## config.mk

```make
export PLATFORM = sky130hd
export DESIGN_NAME = obi_dmem_bridge
export DESIGN_NICKNAME = d
export VERILOG_FILES = /design/src/rtl/obi_dmem_bridge.sv
export SDC_FILE = /design/constraint.sdc
export NUM_CORES = 1
export LEC_CHECK = 0
export ABC_AREA = 1
export CAP_MARGIN = 5
export CORE_MARGIN = 4
export CORE_UTILIZATION = 45
export CTS_BUF_LIST = sky130_fd_sc_hd__clkbuf_4 sky130_fd_sc_hd__clkbuf_8
export CTS_CLUSTER_SIZE = 16
export DETAILED_ROUTE_END_ITERATION = 7
export PLACE_DENSITY = 0.83
export SYNTH_ARGS = -nofsm -noshare
export SYNTH_HDL_FRONTEND = slang
export SYNTH_SLANG_ARGS = --single-unit
export TNS_END_PERCENT = 1
```

## constraint.sdc

```tcl
create_clock -name clk_i -period 1.8 [get_ports clk_i]
set_input_delay 0.18 -clock clk_i [delete_from_list [all_inputs] [get_ports clk_i]]
set_output_delay 0.18 -clock clk_i [all_outputs]
set_load 0.1 [all_outputs]
```

## src/rtl/obi_dmem_bridge.sv

```systemverilog
// OBI data-channel front end for the bench data RAM.
// Injects LFSR-driven grant stalls, flags out-of-range addresses and counts traffic.
module obi_dmem_bridge #(
   parameter int          ADDR_WIDTH   = 22,
   parameter bit          GNT_STALL_EN = 1'b1,
   parameter int          MAX_STALL    = 3,
   parameter logic [15:0] LFSR_SEED    = 16'hACE1
) (
   input  logic                  clk_i,
   input  logic                  rst_ni,
   input  logic                  data_req_i,
   output logic                  data_gnt_o,
   input  logic [31:0]           data_addr_i,
   input  logic                  data_we_i,
   input  logic [3:0]            data_be_i,
   input  logic [31:0]           data_wdata_i,
   output logic                  data_rvalid_o,
   output logic [31:0]           data_rdata_o,
   output logic                  data_err_o,
   output logic                  ram_en_o,
   output logic [ADDR_WIDTH-1:0] ram_addr_o,
   output logic [31:0]           ram_wdata_o,
   output logic                  ram_we_o,
   output logic [3:0]            ram_be_o,
   input  logic [31:0]           ram_rdata_i,
   output logic [31:0]           rd_cnt_o,
   output logic [31:0]           wr_cnt_o,
   output logic [31:0]           stall_cnt_o
);

   typedef enum logic {IDLE, WAIT} state_t;

   localparam logic [15:0] SEED = (LFSR_SEED == 16'h0) ? 16'h0001 : LFSR_SEED;
   localparam logic [15:0] MOD  = 16'(MAX_STALL + 1);

   state_t      state_q;
   logic [3:0]  cnt_q;
   logic [15:0] lfsr_q;
   logic        lfsr_fb;
   logic [3:0]  draw;
   logic        gnt;
   logic        oor;
   logic        rvalid_q;
   logic        err_q;
   logic        is_read_q;
   logic [31:0] rd_cnt_q;
   logic [31:0] wr_cnt_q;
   logic [31:0] stall_cnt_q;

   assign lfsr_fb = lfsr_q[0] ^ lfsr_q[2] ^ lfsr_q[3] ^ lfsr_q[5];
   assign draw    = GNT_STALL_EN ? 4'(lfsr_q % MOD) : 4'd0;

   generate
      if (ADDR_WIDTH < 32) begin : g_oor
         assign oor = |data_addr_i[31:ADDR_WIDTH];
      end else begin : g_no_oor
         assign oor = 1'b0;
      end
   endgenerate

   // Grant decision; held low while reset is asserted so no transfer leaks out.
   always_comb begin
      gnt = 1'b0;
      if (rst_ni && data_req_i) begin
         unique case (1'b1)
            (state_q == IDLE): gnt = (draw == 4'd0);
            (state_q == WAIT): gnt = (cnt_q == 4'd0);
            default:           gnt = 1'b0;
         endcase
      end
   end

   assign data_gnt_o  = gnt;
   assign ram_en_o    = gnt & ~oor;
   assign ram_addr_o  = data_addr_i[ADDR_WIDTH-1:0];
   assign ram_wdata_o = data_wdata_i;
   assign ram_we_o    = data_we_i;
   assign ram_be_o    = data_be_i;

   // Stall FSM: a nonzero draw parks the request in WAIT for draw cycles total.
   always_ff @(posedge clk_i or negedge rst_ni) begin
      if (!rst_ni) begin
         state_q <= IDLE;
         cnt_q   <= 4'd0;
      end else begin
         case (state_q)
            IDLE: begin
               if (data_req_i && draw != 4'd0) begin
                  state_q <= WAIT;
                  cnt_q   <= draw - 4'd1;
               end
            end
            WAIT: begin
               if (!data_req_i || cnt_q == 4'd0) begin
                  state_q <= IDLE;
               end else begin
                  cnt_q <= cnt_q - 4'd1;
               end
            end
            default: state_q <= IDLE;
         endcase
      end
   end

   // Free-running stall LFSR.
   always_ff @(posedge clk_i or negedge rst_ni) begin
      if (!rst_ni) begin
         lfsr_q <= SEED;
      end else begin
         lfsr_q <= {lfsr_fb, lfsr_q[15:1]};
      end
   end

   // One-cycle response pipeline: every grant yields exactly one rvalid.
   always_ff @(posedge clk_i or negedge rst_ni) begin
      if (!rst_ni) begin
         rvalid_q  <= 1'b0;
         err_q     <= 1'b0;
         is_read_q <= 1'b0;
      end else begin
         rvalid_q  <= gnt;
         err_q     <= gnt & oor;
         is_read_q <= gnt & ~data_we_i & ~oor;
      end
   end

   assign data_rvalid_o = rvalid_q;
   assign data_err_o    = err_q;
   assign data_rdata_o  = (rvalid_q && is_read_q) ? ram_rdata_i : 32'h0;

   // Traffic counters for test reporting; wrap naturally.
   always_ff @(posedge clk_i or negedge rst_ni) begin
      if (!rst_ni) begin
         rd_cnt_q    <= 32'h0;
         wr_cnt_q    <= 32'h0;
         stall_cnt_q <= 32'h0;
      end else begin
         if (gnt && !data_we_i) rd_cnt_q <= rd_cnt_q + 32'd1;
         if (gnt && data_we_i)  wr_cnt_q <= wr_cnt_q + 32'd1;
         if (data_req_i && !gnt) stall_cnt_q <= stall_cnt_q + 32'd1;
      end
   end

   assign rd_cnt_o    = rd_cnt_q;
   assign wr_cnt_o    = wr_cnt_q;
   assign stall_cnt_o = stall_cnt_q;

   a_req_held: assert property (
      @(posedge clk_i) disable iff (!rst_ni)
      (state_q == WAIT) |-> data_req_i
   );

endmodule
```

==> flow_summary.ini <==
[status]
outcome = complete, but fails checks
violations = setup timing

[die]
initial_utilization_pct = 45.7
fp.dieH_um = 135
pin_count = 295
num_rows = 46
die_w_um = 135
core_um2 = 15800
die_area_um2 = 18200

[pwr]
clock_power_share_pct = 31.0
p_total_uw = 7850
pwr-share-comb_pct = 29.7
power_frac_seq_pct = 39.3
powerDensity_nw_per_um2 = 776
p_sw_share_pct = 39.0
max-vdd-ir-drop_uv = 486
power_leakage_uw = 0.00474
p_sw_uw = 3060
p_int_uw = 4790

[setup_path]
path_class = register to output port
crit_path_start_kind = register
cp.arrival_ns = 1.83
critPathRequiredTime_ns = 1.62
cp-end-kind = output port
cp_max_fo = 3

[global_routing]
grt_max_degree = 121
grt_pass1_wl_um = 31700
grt_overflow = 0
grt_pass1_vias = 6462
antenna_found_initial = 0
groute.usage.overall_pct = 21.6

[sta]
grt_setup_unrepaired = yes
final_hold_viol_count = 0
period_needed_ns = 2.01
slew_violations = 0
hold_ws_ns = 0.242
setup_violations = 14
relSlewSlack_pct = 58.4
fin_ws_ns = -0.212
fmax_mhz = 497
tightest_slew_ns = 0.625
finClkSkew_ns = 0.0141
min_period_over_period_pct = 112

[logic_synthesis]
synth_cells = 1016
synth_simple_gate_area_share_pct = 37.6
synth_fp_nets = 1125
synth_xor_area_share_pct = 4.96
ys.flop_type = dfrtp_1
async_flop_share_pct = 100
synth_edf_count = 0
syn_area_um2 = 7240
avgSynthCellArea_um2 = 7.13
synth_compound_area_share_pct = 1.31
synth_top_cell_by_area = dfrtp_1
synthTopCellsByArea = dfrtp_1, nand2_1, nor2_1, buf_4, inv_1
synthMuxAreaShare_pct = 0
synth_seq_cells = 120
synth_seq_area_share_pct = 41.6
synth_top_family_by_area = simple AND/OR/NAND/NOR gates
yosysWarnings = 0
synth_top_area_share_pct = 38.7
synth.distinct_cells = 26
post_synth_fa_ha_maj_area_fraction_pct = 0.864

[clocking]
clkLatencyLatePin_ns = 0.44
clk_path_buf_depth = 2
clkTransAtPathRegs_ns = 0.07
cts.htree.levels = 4
cts-buffers-inserted = 17
cts_tree = yes
cts_root_buf = clkbuf_8
cts_sinks = 120

[route]
vias = 6839
antenna_left = 0
first_iter_violations = 485
wirelength_um = 19600
wl_per_cell_um = 14.0
dr.pass1.iters = 7
vias_per_cell = 4.89
drc = 0

[cells_and_area]
fin_nets = 1278
diodes = 0
final_cell_area_um2 = 10100
syn2layout_area_growth_pct = 39.7
drive_gt1_share_pct = 24.4
fin_util_pct = 63.9

[placed_design]
dp_slack_ns = -0.121
gp_congestion = 0.870
dp_hpwl_um = 15000
portBuffers = 178
dpl-instance-area_um2 = 9620

[flow_run]
maxCapViolCount = 0

[min_path]
hp-class = primary input to register
-- metrics by stage --
stage               instances  setup TNS (ns)
floorplan                1016          -26.33
global placement         1359               0
detailed placement       1359          -0.122
CTS                      1396          -0.582
global route             1398           -5.98
finish                   1398          -0.507
-- cells in the mapped netlist (7+ instances only) --
| cell type | count |
|---|---|
| nand3_1 | 62 |
| nor3_1 | 7 |
| dfrtp_1 | 112 |
| nor2_1 | 153 |
| inv_1 | 120 |
| buf_4 | 64 |
| nand3b_1 | 20 |
| nor2_2 | 16 |
| dfstp_2 | 8 |
| nand2_1 | 345 |
| nand4_1 | 18 |
| xor2_1 | 32 |
| xnor2_1 | 9 |
| buf_2 | 7 |
| o21ai_0 | 16 |
-- what timing repair did --
item                       4_1_cts  5_1_grt
setup endpoints to repair        3       76
hold endpoints to repair       112        0
buffers inserted                 4        2
pin swaps                        2        6
hold buffers                     1        0
resized for setup                6        6
-- layout make-up --
class	instances	area [µm²]
clock buffer	18	248
clock inverter	14	150
fill	1310	5710
inverter	123	469
multi-input combinational	699	3530
sequential	120	3020
tap	216	270
timing repair buffer	208	2430
-- flip-flops by register name, summed over array words and instances, names as in the netlist --
register / count
lfsr_q: 16
state_q: 1
cnt_q: 4
is_read_q: 1
stall_cnt_o: 32
rd_cnt_o: 32
wr_cnt_o: 32
data_rvalid_o: 1
data_err_o: 1
-- worst paths after layout --
path	slack [ns]	cells past startpoint	to	startpoint
min in group asynchronous	0.47	3	cnt_q[2]$_DFFE_PN0P_	rst_ni
max in group asynchronous	0.85	3	stall_cnt_o[1]$_DFFE_PN0P_	rst_ni
worst min-delay path	0.24	5	stall_cnt_o[1]$_DFFE_PN0P_	rst_ni
worst min register to register	0.35	0	lfsr_q[8]$_DFF_PN0_	lfsr_q[9]$_DFF_PN0_
worst max-delay path	-0.21	11	ram_en_o	cnt_q[1]$_DFFE_PN0P_
worst max register to register	-0.03	12	wr_cnt_o[26]$_DFFE_PN0P_	cnt_q[1]$_DFFE_PN0P_
-- critical path: stages, from the launching register on --
cell and delay, ns:
dfrtp_1 0.39, inv_2 0.09, ha_4 0.14, inv_2 0.03, nor2_2 0.10, nand2_2 0.07, nand2_4 0.08, nand2_4 0.06
clkinvlp_4 0.08, nand2_4 0.06, clkinvlp_4 0.11, buf_12 0.17
-- power by group through the flow --
stage                     Sequential (µW)  Combinational (µW)  Clock [µW]
after floorplan                      4250                1020           0
after CTS                            3090                2350        2500
final                                3090                2330        2430
after global placement               3130                2300           0
after global routing                 3110                2450        2620
after detailed placement             3140                2330           0
-- routing by layer --
layer / routed length (µm) / vias up / track usage, %
li1: - / 3361 / -
met1: 8030 / 3166 / 26.6
met2: 9900 / 257 / 37.2
met3: 1130 / 55 / 4.55
met4: 538 / 0 / 8.26
met5: 0 / - / 0
-- cell usage in the layout, fill, tap and decap left out, drive strengths merged, types with 16 or more instances in the layout --
cell,Yosys,layout
nand4,18,18
clkdlybuf4s50,0,44
o21ai,16,16
dfrtp,112,112
xor2,32,32
nor2,174,174
inv,123,122
buf,71,163
nand3,65,65
nand3b,20,20
nand2,347,347
clkbuf,3,18
-- cells by family (layout without fill, tap and decap cells) --
kind of cell	after synthesis	in the layout
DFF	120	120
buffers and inverters	197	363
AOI/OAI and AO/OA	19	19
adders and majority gates	5	5
xor gates and xnor gates	41	41
and+or+nand+nor	634	634
(Power assumes the default switching activity.)
